## src/rtl/perf_event_counter_if.sv

```systemverilog
// Readout stream of perf_event_counter: one frozen counter word per valid/ready transfer.
interface perf_event_counter_if #(
   parameter int NUM_CH = 4,
   parameter int CNT_W  = 32,
   parameter int IDX_W  = $clog2(NUM_CH + 1)
);
   logic             dout_valid_o;
   logic             dout_ready_i;
   logic [IDX_W-1:0] dout_idx_o;
   logic [CNT_W-1:0] dout_data_o;

   modport master (output dout_valid_o, dout_idx_o, dout_data_o, input dout_ready_i);
   modport slave  (input dout_valid_o, dout_idx_o, dout_data_o, output dout_ready_i);
endinterface

```

## src/rtl/perf_event_counter.sv

```systemverilog
// Performance monitor: run-cycle counter plus NUM_CH event counters with a cycle budget,
// and a snapshot of all counters streamed out over a valid/ready port.
module perf_event_counter_lane #(
   parameter int CNT_W = 32,
   parameter int SAT   = 1
) (
   input  logic             clk_i,
   input  logic             rst_n_i,
   input  logic             i_clr,
   input  logic             i_inc,
   output logic [CNT_W-1:0] o_cnt,
   output logic             o_ovf
);
   logic [CNT_W-1:0] r_cnt;
   logic             r_ovf;

   always_ff @(posedge clk_i or negedge rst_n_i) begin
      if (!rst_n_i) begin
         r_cnt <= '0;
         r_ovf <= 1'b0;
      end else if (i_clr) begin
         r_cnt <= '0;
         r_ovf <= 1'b0;
      end else if (i_inc) begin
         if (&r_cnt) begin
            r_ovf <= 1'b1;
            r_cnt <= (SAT != 0) ? r_cnt : '0;
         end else begin
            r_cnt <= r_cnt + CNT_W'(1);
         end
      end
   end

   assign o_cnt = r_cnt;
   assign o_ovf = r_ovf;
endmodule

module perf_event_counter #(
   parameter int NUM_CH     = 4,
   parameter int CNT_W      = 32,
   parameter int MAX_CYCLES = 150,
   parameter int SAT        = 1
) (
   input  logic                   clk_i,
   input  logic                   rst_n_i,
   input  logic                   start_i,
   input  logic [NUM_CH-1:0]      event_i,
   input  logic                   clear_i,
   input  logic                   snap_i,
   perf_event_counter_if.master   dout,
   output logic [CNT_W-1:0]       cycle_o,
   output logic                   done_o,
   output logic [NUM_CH-1:0]      ovf_o
);
   localparam int               IDX_W    = $clog2(NUM_CH + 1);
   localparam logic [IDX_W-1:0] LAST_IDX = IDX_W'(NUM_CH);
   localparam logic [CNT_W-1:0] MAX_C    = CNT_W'(MAX_CYCLES);

   typedef enum logic [1:0] {S_IDLE, S_RUN, S_DONE} ctl_t;
   typedef enum logic       {R_IDLE, R_STREAM}      rd_t;

   ctl_t                        r_state, w_state_nxt;
   rd_t                         r_rstate, w_rstate_nxt;
   logic                        w_run;
   logic [CNT_W-1:0]            r_cycle, w_cycle_inc;
   logic [NUM_CH-1:0][CNT_W-1:0] w_cnt;
   logic [NUM_CH:0][CNT_W-1:0]  r_shadow;
   logic [IDX_W-1:0]            r_idx, w_idx_nxt;
   logic                        w_snap_take, w_xfer;

   // Cycle counter obeys the same saturate/wrap rule as the event lanes.
   always_comb begin
      w_cycle_inc = r_cycle + CNT_W'(1);
      if (&r_cycle) w_cycle_inc = (SAT != 0) ? r_cycle : '0;
   end

   always_comb begin
      w_state_nxt = r_state;
      w_run       = 1'b0;
      if (clear_i) begin
         w_state_nxt = S_IDLE;
      end else begin
         case (r_state)
            S_IDLE: if (start_i) w_state_nxt = S_RUN;
            S_RUN: begin
               w_run = 1'b1;
               if (MAX_CYCLES != 0 && w_cycle_inc == MAX_C) w_state_nxt = S_DONE;
            end
            S_DONE:  w_state_nxt = S_DONE;
            default: w_state_nxt = S_IDLE;
         endcase
      end
   end

   always_ff @(posedge clk_i or negedge rst_n_i) begin
      if (!rst_n_i) begin
         r_state <= S_IDLE;
         r_cycle <= '0;
      end else begin
         r_state <= w_state_nxt;
         if (clear_i)    r_cycle <= '0;
         else if (w_run) r_cycle <= w_cycle_inc;
      end
   end

   for (genvar k = 0; k < NUM_CH; k++) begin : g_lane
      perf_event_counter_lane #(.CNT_W(CNT_W), .SAT(SAT)) u_lane (
         .clk_i   (clk_i),
         .rst_n_i (rst_n_i),
         .i_clr   (clear_i),
         .i_inc   (w_run && event_i[k]),
         .o_cnt   (w_cnt[k]),
         .o_ovf   (ovf_o[k])
      );
   end

   assign w_xfer = (r_rstate == R_STREAM) && dout.dout_ready_i;

   // Snap is only honoured from R_IDLE, so one arriving with the last transfer is dropped.
   always_comb begin
      w_rstate_nxt = r_rstate;
      w_idx_nxt    = r_idx;
      w_snap_take  = 1'b0;
      case (r_rstate)
         R_IDLE: if (snap_i) begin
            w_snap_take  = 1'b1;
            w_idx_nxt    = '0;
            w_rstate_nxt = R_STREAM;
         end
         R_STREAM: if (w_xfer) begin
            if (r_idx == LAST_IDX) w_rstate_nxt = R_IDLE;
            else                   w_idx_nxt    = r_idx + IDX_W'(1);
         end
         default: w_rstate_nxt = R_IDLE;
      endcase
   end

   always_ff @(posedge clk_i or negedge rst_n_i) begin
      if (!rst_n_i) begin
         r_rstate <= R_IDLE;
         r_idx    <= '0;
         r_shadow <= '0;
      end else begin
         r_rstate <= w_rstate_nxt;
         r_idx    <= w_idx_nxt;
         if (w_snap_take) r_shadow <= {r_cycle, w_cnt};
      end
   end

   assign dout.dout_valid_o = (r_rstate == R_STREAM);
   assign dout.dout_idx_o   = r_idx;
   assign dout.dout_data_o  = r_shadow[r_idx];
   assign cycle_o           = r_cycle;
   assign done_o            = (r_state == S_DONE);
endmodule
```

## src/flat_wrapper.sv

```systemverilog
// flat-port wrapper written by rule: the top's interface ports become plain ports
module perf_event_counter_flat 
#(
   parameter int NUM_CH     = 4,
   parameter int CNT_W      = 32,
   parameter int MAX_CYCLES = 150,
   parameter int SAT        = 1
)
  (clk_i, rst_n_i, start_i, event_i, clear_i, snap_i, cycle_o, done_o, ovf_o, dout_dout_valid_o, dout_dout_idx_o, dout_dout_data_o, dout_dout_ready_i);
  perf_event_counter_if #(.NUM_CH(NUM_CH), .CNT_W(CNT_W)) dout_i ();
  input  logic clk_i;
  input  logic rst_n_i;
  input  logic start_i;
  input  logic [NUM_CH-1:0] event_i;
  input  logic clear_i;
  input  logic snap_i;
  output logic [CNT_W-1:0] cycle_o;
  output logic done_o;
  output logic [NUM_CH-1:0] ovf_o;
  output wire logic [$bits(dout_i.dout_valid_o)-1:0] dout_dout_valid_o;
  output wire logic [$bits(dout_i.dout_idx_o)-1:0] dout_dout_idx_o;
  output wire logic [$bits(dout_i.dout_data_o)-1:0] dout_dout_data_o;
  input wire logic [$bits(dout_i.dout_ready_i)-1:0] dout_dout_ready_i;
  assign dout_dout_valid_o = dout_i.dout_valid_o;
  assign dout_dout_idx_o = dout_i.dout_idx_o;
  assign dout_dout_data_o = dout_i.dout_data_o;
  assign dout_i.dout_ready_i = dout_dout_ready_i;
  perf_event_counter #(.NUM_CH(NUM_CH), .CNT_W(CNT_W), .MAX_CYCLES(MAX_CYCLES), .SAT(SAT)) u_core (.clk_i(clk_i), .rst_n_i(rst_n_i), .start_i(start_i), .event_i(event_i), .clear_i(clear_i), .snap_i(snap_i), .dout(dout_i), .cycle_o(cycle_o), .done_o(done_o), .ovf_o(ovf_o));
endmodule
```

## config.mk

```make
export PLATFORM = sky130hd
export DESIGN_NAME = perf_event_counter_flat
export DESIGN_NICKNAME = d
export VERILOG_FILES = /design/src/rtl/perf_event_counter_if.sv /design/src/rtl/perf_event_counter.sv /design/src/flat_wrapper.sv
export SDC_FILE = /design/constraint.sdc
export NUM_CORES = 1
export LEC_CHECK = 0
export ABC_AREA = 0
export CAP_MARGIN = 25
export CORE_UTILIZATION = 36
export CTS_BUF_LIST = sky130_fd_sc_hd__clkbuf_8
export CTS_CLUSTER_DIAMETER = 50
export CTS_CLUSTER_SIZE = 24
export DETAILED_ROUTE_END_ITERATION = 12
export PLACE_DENSITY = 0.61
export SLEW_MARGIN = 20
export SYNTH_ARGS = -nofsm -noshare
export SYNTH_HDL_FRONTEND = slang
export SYNTH_SLANG_ARGS = --single-unit
```

## constraint.sdc

```tcl
create_clock -name clk_i -period 7.29 [get_ports clk_i]
set_input_delay 1.0935 -clock clk_i [delete_from_list [all_inputs] [get_ports clk_i]]
set_output_delay 1.0935 -clock clk_i [all_outputs]
set_load 0.05 [all_outputs]
```

==> impl_metrics.yaml, run 1 <==
power:
  irDropWorstVdd_mv: 0.2446
  p_leak_nw: 8.057
  p_per_area_mw_per_mm2: 232.8
  total_power_mw: 4.321
clock_tree:
  cts_setup_buffers: 0
  cts-resized-gates: 0
  hold_buffers: 0
  cts_buffer_depth: 3
  clk_pin_slew_ps: 90
  htree_num_levels: 2
  cts_buffers: 37
  clk-insertion-delay-late_ps: 600
  cts.sinks: 330
  cts-root-buf: "clkbuf_8"
  cts_tree: "done"
worst_hold_path:
  holdPathEnd: "u_core.g_lane[2].u_lane.o_ovf"
  hp-class: "flip-flop to flip-flop"
  hold_start: "u_core.g_lane[2].u_lane.o_ovf"
  worstHoldPathCells: 2
synth:
  synth-seq-area-share: 0.5042
  ys_async_sr_fraction: 1.000
  synth_warnings: 0
  synthFlopType: "dfrtp_1"
  ys_types: 63
  syn_area_mm2: 0.01638
  synth-seq-cells: 330
  synth_edf_count: 0
  postSynthCellCount: 1554
  syn_area_per_cell_um2: 10.54
  synth_nets: 1575
floorplanning:
  design.core.area_mm2: 0.04451
  start_util: 0.3680
  fp.dieArea_mm2: 0.04636
  num_io_pins: 83
  die_x_um: 215.3
  die_y_um: 215.3
  rows: 77
routing:
  viasPerCell: 5.385
  drt-initial-drc-count: 924
  drcViolationCount: 0
  met3_wirelength_um: 2159
  wl_met2_um: 19410
  wl_met1_um: 19920
  final_antenna_net_count: 0
  wirelength_um: 42670
  vias: 11930
  wl_per_cell_um: 19.26
  first_pass_iters: 5
  top_layer: "met4"
sta:
  tns_ps: 0
  skew_ps: 39.93
  finalHoldViolCount: 0
  max_freq_ghz: 0.2017
  slew_headroom: 0.1715
  timing.final.crit_share: 0.6802
  rsz0062_at_grt: "false"
  min_period_ps: 4959
  final_max_slew_viol_count: 0
  max_slew.worst_pin.slew_ps: 1243
  setup_viol: 0
critical_path:
  ff2ff_path_depth: 8
  r2r-end: "u_core.r_state[1]"
  critPathMaxStageDelay_ps: 840
  critical_path.slowest_cell: "clkdlybuf4s50_1"
  cp-end-kind: "output port"
  crit_buf_inv: 3
  startpoint_type: "flip-flop"
  cp_max_fo: 69
  r2r_slack_ps: 3540
  startpoint: "u_core.dout.dout_idx_o[0]"
  crit_path_cell_trace: "buf_4 -> inv_1 -> nor2_4 -> a21oi_1 -> o22ai_1 -> clkdlybuf4s50_1"
  critical_path_arrival_ps: 3870
  crit_family: "buffers and inverters"
  worstPathRequired_ps: 6200
  critPathKind: "flip-flop to output port"
  rr_startpoint: "u_core.cycle_o[5]"
placed_design:
  hpwlAfterDp_um: 29090
  gp_congestion: 0.9087
  place.port_buffers: 82
outcome:
  status: "finished, final reports clean"
global_routing:
  grt_util_all_layers: 0.1844
  overflow: 0
  grt_pass1_wl_um: 67670
  antenna_found_initial: 0
  first_global_vias: 11630
  grt_max_degree: 178
final_layout:
  drive_gt1_frac: 0.1607
  diodes: 0
  nNetsFinal: 1616
  num-fill-cells: 4313
  layout_common_cells: "328 x dfrtp_1, 206 x nor2_1, 160 x mux2_2, 88 x nand2_1, 83 x xor2_1"
  area_growth_pct: 13.31
  final_common_cell: "dfrtp_1"
flow_run:
  drv_cap: 0
==> synthesized netlist by cell type (33+ instances only) <==
cell type,number,area share
dfrtp_1,330,0.50
nor2_1,207,0.047
mux2_2,160,0.11
nand2_1,88,0.020
xor2_1,83,0.044
clkbuf_1,71,0.016
a21oi_1,69,0.021
mux2i_1,66,0.040
nand3_1,60,0.018
xnor2_1,53,0.028
nand4_1,44,0.017
o22ai_1,33,0.013
==> area by class of cell <==
class | count | area [um^2] | area share
Clock buffer | 39 | 536.8 | 0.02892
Clock inverter | 29 | 332.8 | 0.01793
Multi-Input combinational cell | 1107 | 7652 | 0.4123
Sequential cell | 330 | 8260 | 0.4451
Timing Repair Buffer | 96 | 950.9 | 0.05123
Tap cell | 592 | 740.7 | 0.03991
Inverter | 23 | 86.33 | 0.004651
==> metrics by stage <==
stage	utilization	instance area, um^2	hold slack, ps	std cells	setup slack [ps]
2_1_floorplan	-	16380	463.7	1554	3340
4_1_cts	0.4167	18550	501.5	2215	2251
6_report	0.4170	18560	510.4	2216	2331
3_5_place_dp	0.3971	17680	494.7	2147	2928
5_1_grt	0.4170	18560	528.1	2216	1961
3_3_place_gp	0.3969	17670	487.2	2146	3056
==> registers in the layout (all words and copies together) (netlist names) <==
| name | cells |
|---|---|
| u_core.cycle_o | 32 |
| u_core.dout.dout_idx_o | 3 |
| u_core.dout.dout_valid_o | 1 |
| u_core.g_lane.u_lane.o_cnt | 128 |
| u_core.g_lane.u_lane.o_ovf | 4 |
| u_core.r_shadow | 160 |
| u_core.r_state | 2 |
==> where the power goes <==
part           leakage [nW]  switching, mW  internal (mW)
sequential             4.59         0.0686           1.89
combinational          3.02          0.606          0.299
clock                 0.444          0.816          0.638
total                  8.06           1.49           2.83
==> worst min-delay path: stages (launching register included) <==
cell     delay (ps)
dfrtp_1         360
nor2_1           50
nor2_1           70
==> how the worst max path moves through the flow <==
stage / endpoint / slack, ps / depth (start not counted)
after floorplan: dout_dout_data_o[30] / 3340 / 5
after detailed placement: dout_dout_data_o[0] / 2930 / 6
final: dout_dout_data_o[0] / 2330 / 6
after CTS: dout_dout_data_o[0] / 2250 / 6
after global routing: dout_dout_data_o[5] / 1960 / 6
after global placement: dout_dout_data_o[29] / 3060 / 6
==> logic make-up (layout without fill, tap and decap cells) <==
group / count (synthesis) / count (layout) / share of synthesized area
AOI/OAI and AO/OA: 177 / 177 / 0.06577
muxes: 227 / 227 / 0.1517
adders and majority gates: 11 / 11 / 0.008403
buffers and inverters: 117 / 187 / 0.03033
and+or+nand+nor: 556 / 556 / 0.1669
xor gates and xnor gates: 136 / 136 / 0.07272
DFF: 330 / 330 / 0.5042
==> metal layers <==
metal	GRT usage	up-vias
met5	0	-
met4	0.06383	0
met1	0.2615	6023
li1	-	5559
met3	0.03439	58
met2	0.2814	293
No activity file was read; power rests on OpenSTA's default activity.
==> run 2, diff against run 1 <==
Settings changed: PLACE_DENSITY 0.61 to 0.63.
Clock period 7.29 ns to 4.55 ns, I/O delays scaled along.
==> run 2 against run 1 <==
Core utilization fell by 0.18 points. Combinational power up 56%. Routed wire length fell by 3.6%. Highest routed layer unchanged. Via count shrank 0.87%. Flip-flop and latch count is the same. Clock power grew 43%. Cell area decreased by 0.44%. Largest cell class unchanged. Global-route usage is 0.62 points lower.
==> impl_metrics.yaml, run 2 (same netlist as run 1, synthesis figures left out) <==
outcome:
  status: "finished, final reports clean"
clock_tree:
  cts-resized-gates: 0
  htree_num_levels: 2
  cts.sinks: 330
  cts_buffers: 34
  clk_pin_slew_ps: 100
  hold_buffers: 0
  clk-insertion-delay-late_ps: 580
  cts_buffer_depth: 3
  cts-root-buf: "clkbuf_8"
  cts_setup_buffers: 0
  cts_tree: "done"
global_routing:
  grt_util_all_layers: 0.1782
  antenna_found_initial: 0
  grt_pass1_wl_um: 65980
  first_global_vias: 11660
  grt_max_degree: 121
  overflow: 0
floorplanning:
  die_y_um: 215.3
  design.core.area_mm2: 0.04451
  rows: 77
  fp.dieArea_mm2: 0.04636
  num_io_pins: 83
  start_util: 0.3680
  die_x_um: 215.3
critical_path:
  critPathKind: "flip-flop to output port"
  cp_max_fo: 27
  startpoint_type: "flip-flop"
  critical_path_arrival_ps: 3210
  crit_path_cell_trace: "inv_1 -> nor2_2 -> buf_4 -> a21oi_1 -> o22ai_1 -> clkdlybuf4s50_1"
  critPathMaxStageDelay_ps: 830
  cp-end-kind: "output port"
  crit_family: "buffers and inverters"
  worstPathRequired_ps: 3870
  crit_buf_inv: 3
  critical_path.slowest_cell: "clkdlybuf4s50_1"
sta:
  tns_ps: 0
  finalHoldWorstSlack_ps: 24.80
  setup_viol: 0
  max_freq_ghz: 0.2570
  min_period_ps: 3891
  timing.final.crit_share: 0.8551
  max_slew.worst_pin.slew_ps: 1035
  finalHoldViolCount: 0
  rsz0062_at_grt: "false"
  final_max_slew_viol_count: 0
  skew_ps: 31.23
  slew_headroom: 0.3037
flow_run:
  drv_cap: 0
final_layout:
  nNetsFinal: 1623
  largest_register_ffs: 160
  layout.area.seq_mm2: 0.008260
  drive_gt1_frac: 0.1739
  largest_register: "u_core.r_shadow"
  final_common_cell: "dfrtp_1"
  area_growth_pct: 12.82
  layout_common_cells: "328 x dfrtp_1, 206 x nor2_1, 160 x mux2_2, 88 x nand2_1, 83 x xor2_1"
  multi_input_area_mm2: 0.007641
  num-fill-cells: 4300
  postLayoutCellArea_mm2: 0.01848
  final_core_util: 0.4152
  diodes: 0
routing:
  vias: 11830
  viasPerCell: 5.331
  first_pass_iters: 6
  final_antenna_net_count: 0
  drt-initial-drc-count: 926
  wl_per_cell_um: 18.55
  drcViolationCount: 0
  wirelength_um: 41150
placed_design:
  gp_congestion: 0.8953
  hpwlAfterDp_um: 28830
  place.port_buffers: 82
  placedInstanceArea_mm2: 0.01772
power:
  p_leak_nw: 8.091
  p_per_area_mw_per_mm2: 361.0
  total_power_mw: 6.672
  irDropWorstVdd_mv: 0.2126
worst_hold_path:
  hp-class: "primary input to async pin"
## run 2: cell types whose count changed in the layout (fill, tap and decap cells not counted), moves of 2 or more
cell / before / now
inv_6: 8 / 2
clkbuf_8: 39 / 37
clkdlybuf4s50_1: 80 / 60
buf_4: 12 / 40
clkinv_8: 4 / 2
bufinv_16: 2 / 0
buf_12: 2 / 4
clkinv_4: 1 / 6
clkinv_2: 3 / 1
## run 2: path summary, 6_finish.rpt
check / from / to / slack [ps] / cells past startpoint
max in group asynchronous: rst_n_i / u_core.r_shadow[81] / 3400 / 2
min in group clk_i: u_core.r_shadow[7] / u_core.r_shadow[7] / 510 / 1
worst min-delay path: rst_n_i / u_core.cycle_o[7] / 20 / 1
worst min register to register: u_core.r_shadow[7] / u_core.r_shadow[7] / 510 / 1
worst max-delay path: u_core.dout.dout_idx_o[0] / dout_dout_data_o[16] / 660 / 6
worst max register to register: u_core.cycle_o[0] / u_core.r_state[0] / 1000 / 10
## run 2: cell type report
type | count | share of cell area
inverter | 23 | 0.004672
clock buffer | 37 | 0.02756
clock inverter | 24 | 0.01300
timing repair buffer | 106 | 0.05417
sequential | 330 | 0.4470
multi-input combinational | 1107 | 0.4135
tap | 592 | 0.04008
## run 2: where the power goes
group          total [mW]  internal, mW  leakage (nW)  switching [mW]
clock                2.07         0.848         0.379            1.22
sequential           3.19          3.03          4.59           0.154
combinational        1.41         0.499          3.12           0.915
total                6.67          4.38          8.09            2.29
## run 2: metrics by stage
step | setup WS [ps] | cells
2_1_floorplan | 1011 | 1554
3_3_place_gp | 1279 | 2157
3_5_place_dp | 1151 | 2157
4_1_cts | 622.4 | 2218
5_1_grt | 452.6 | 2219
6_report | 659.4 | 2219
## run 2: per-layer routing
metal	GRT usage	up-vias	share of wire	wire length (um)
li1	-	5588	-	-
met1	0.2527	5925	0.47	19360
met2	0.2838	254	0.46	19100
met3	0.02010	62	0.039	1602
met4	0.05768	0	0.027	1093
met5	0	-	0	0
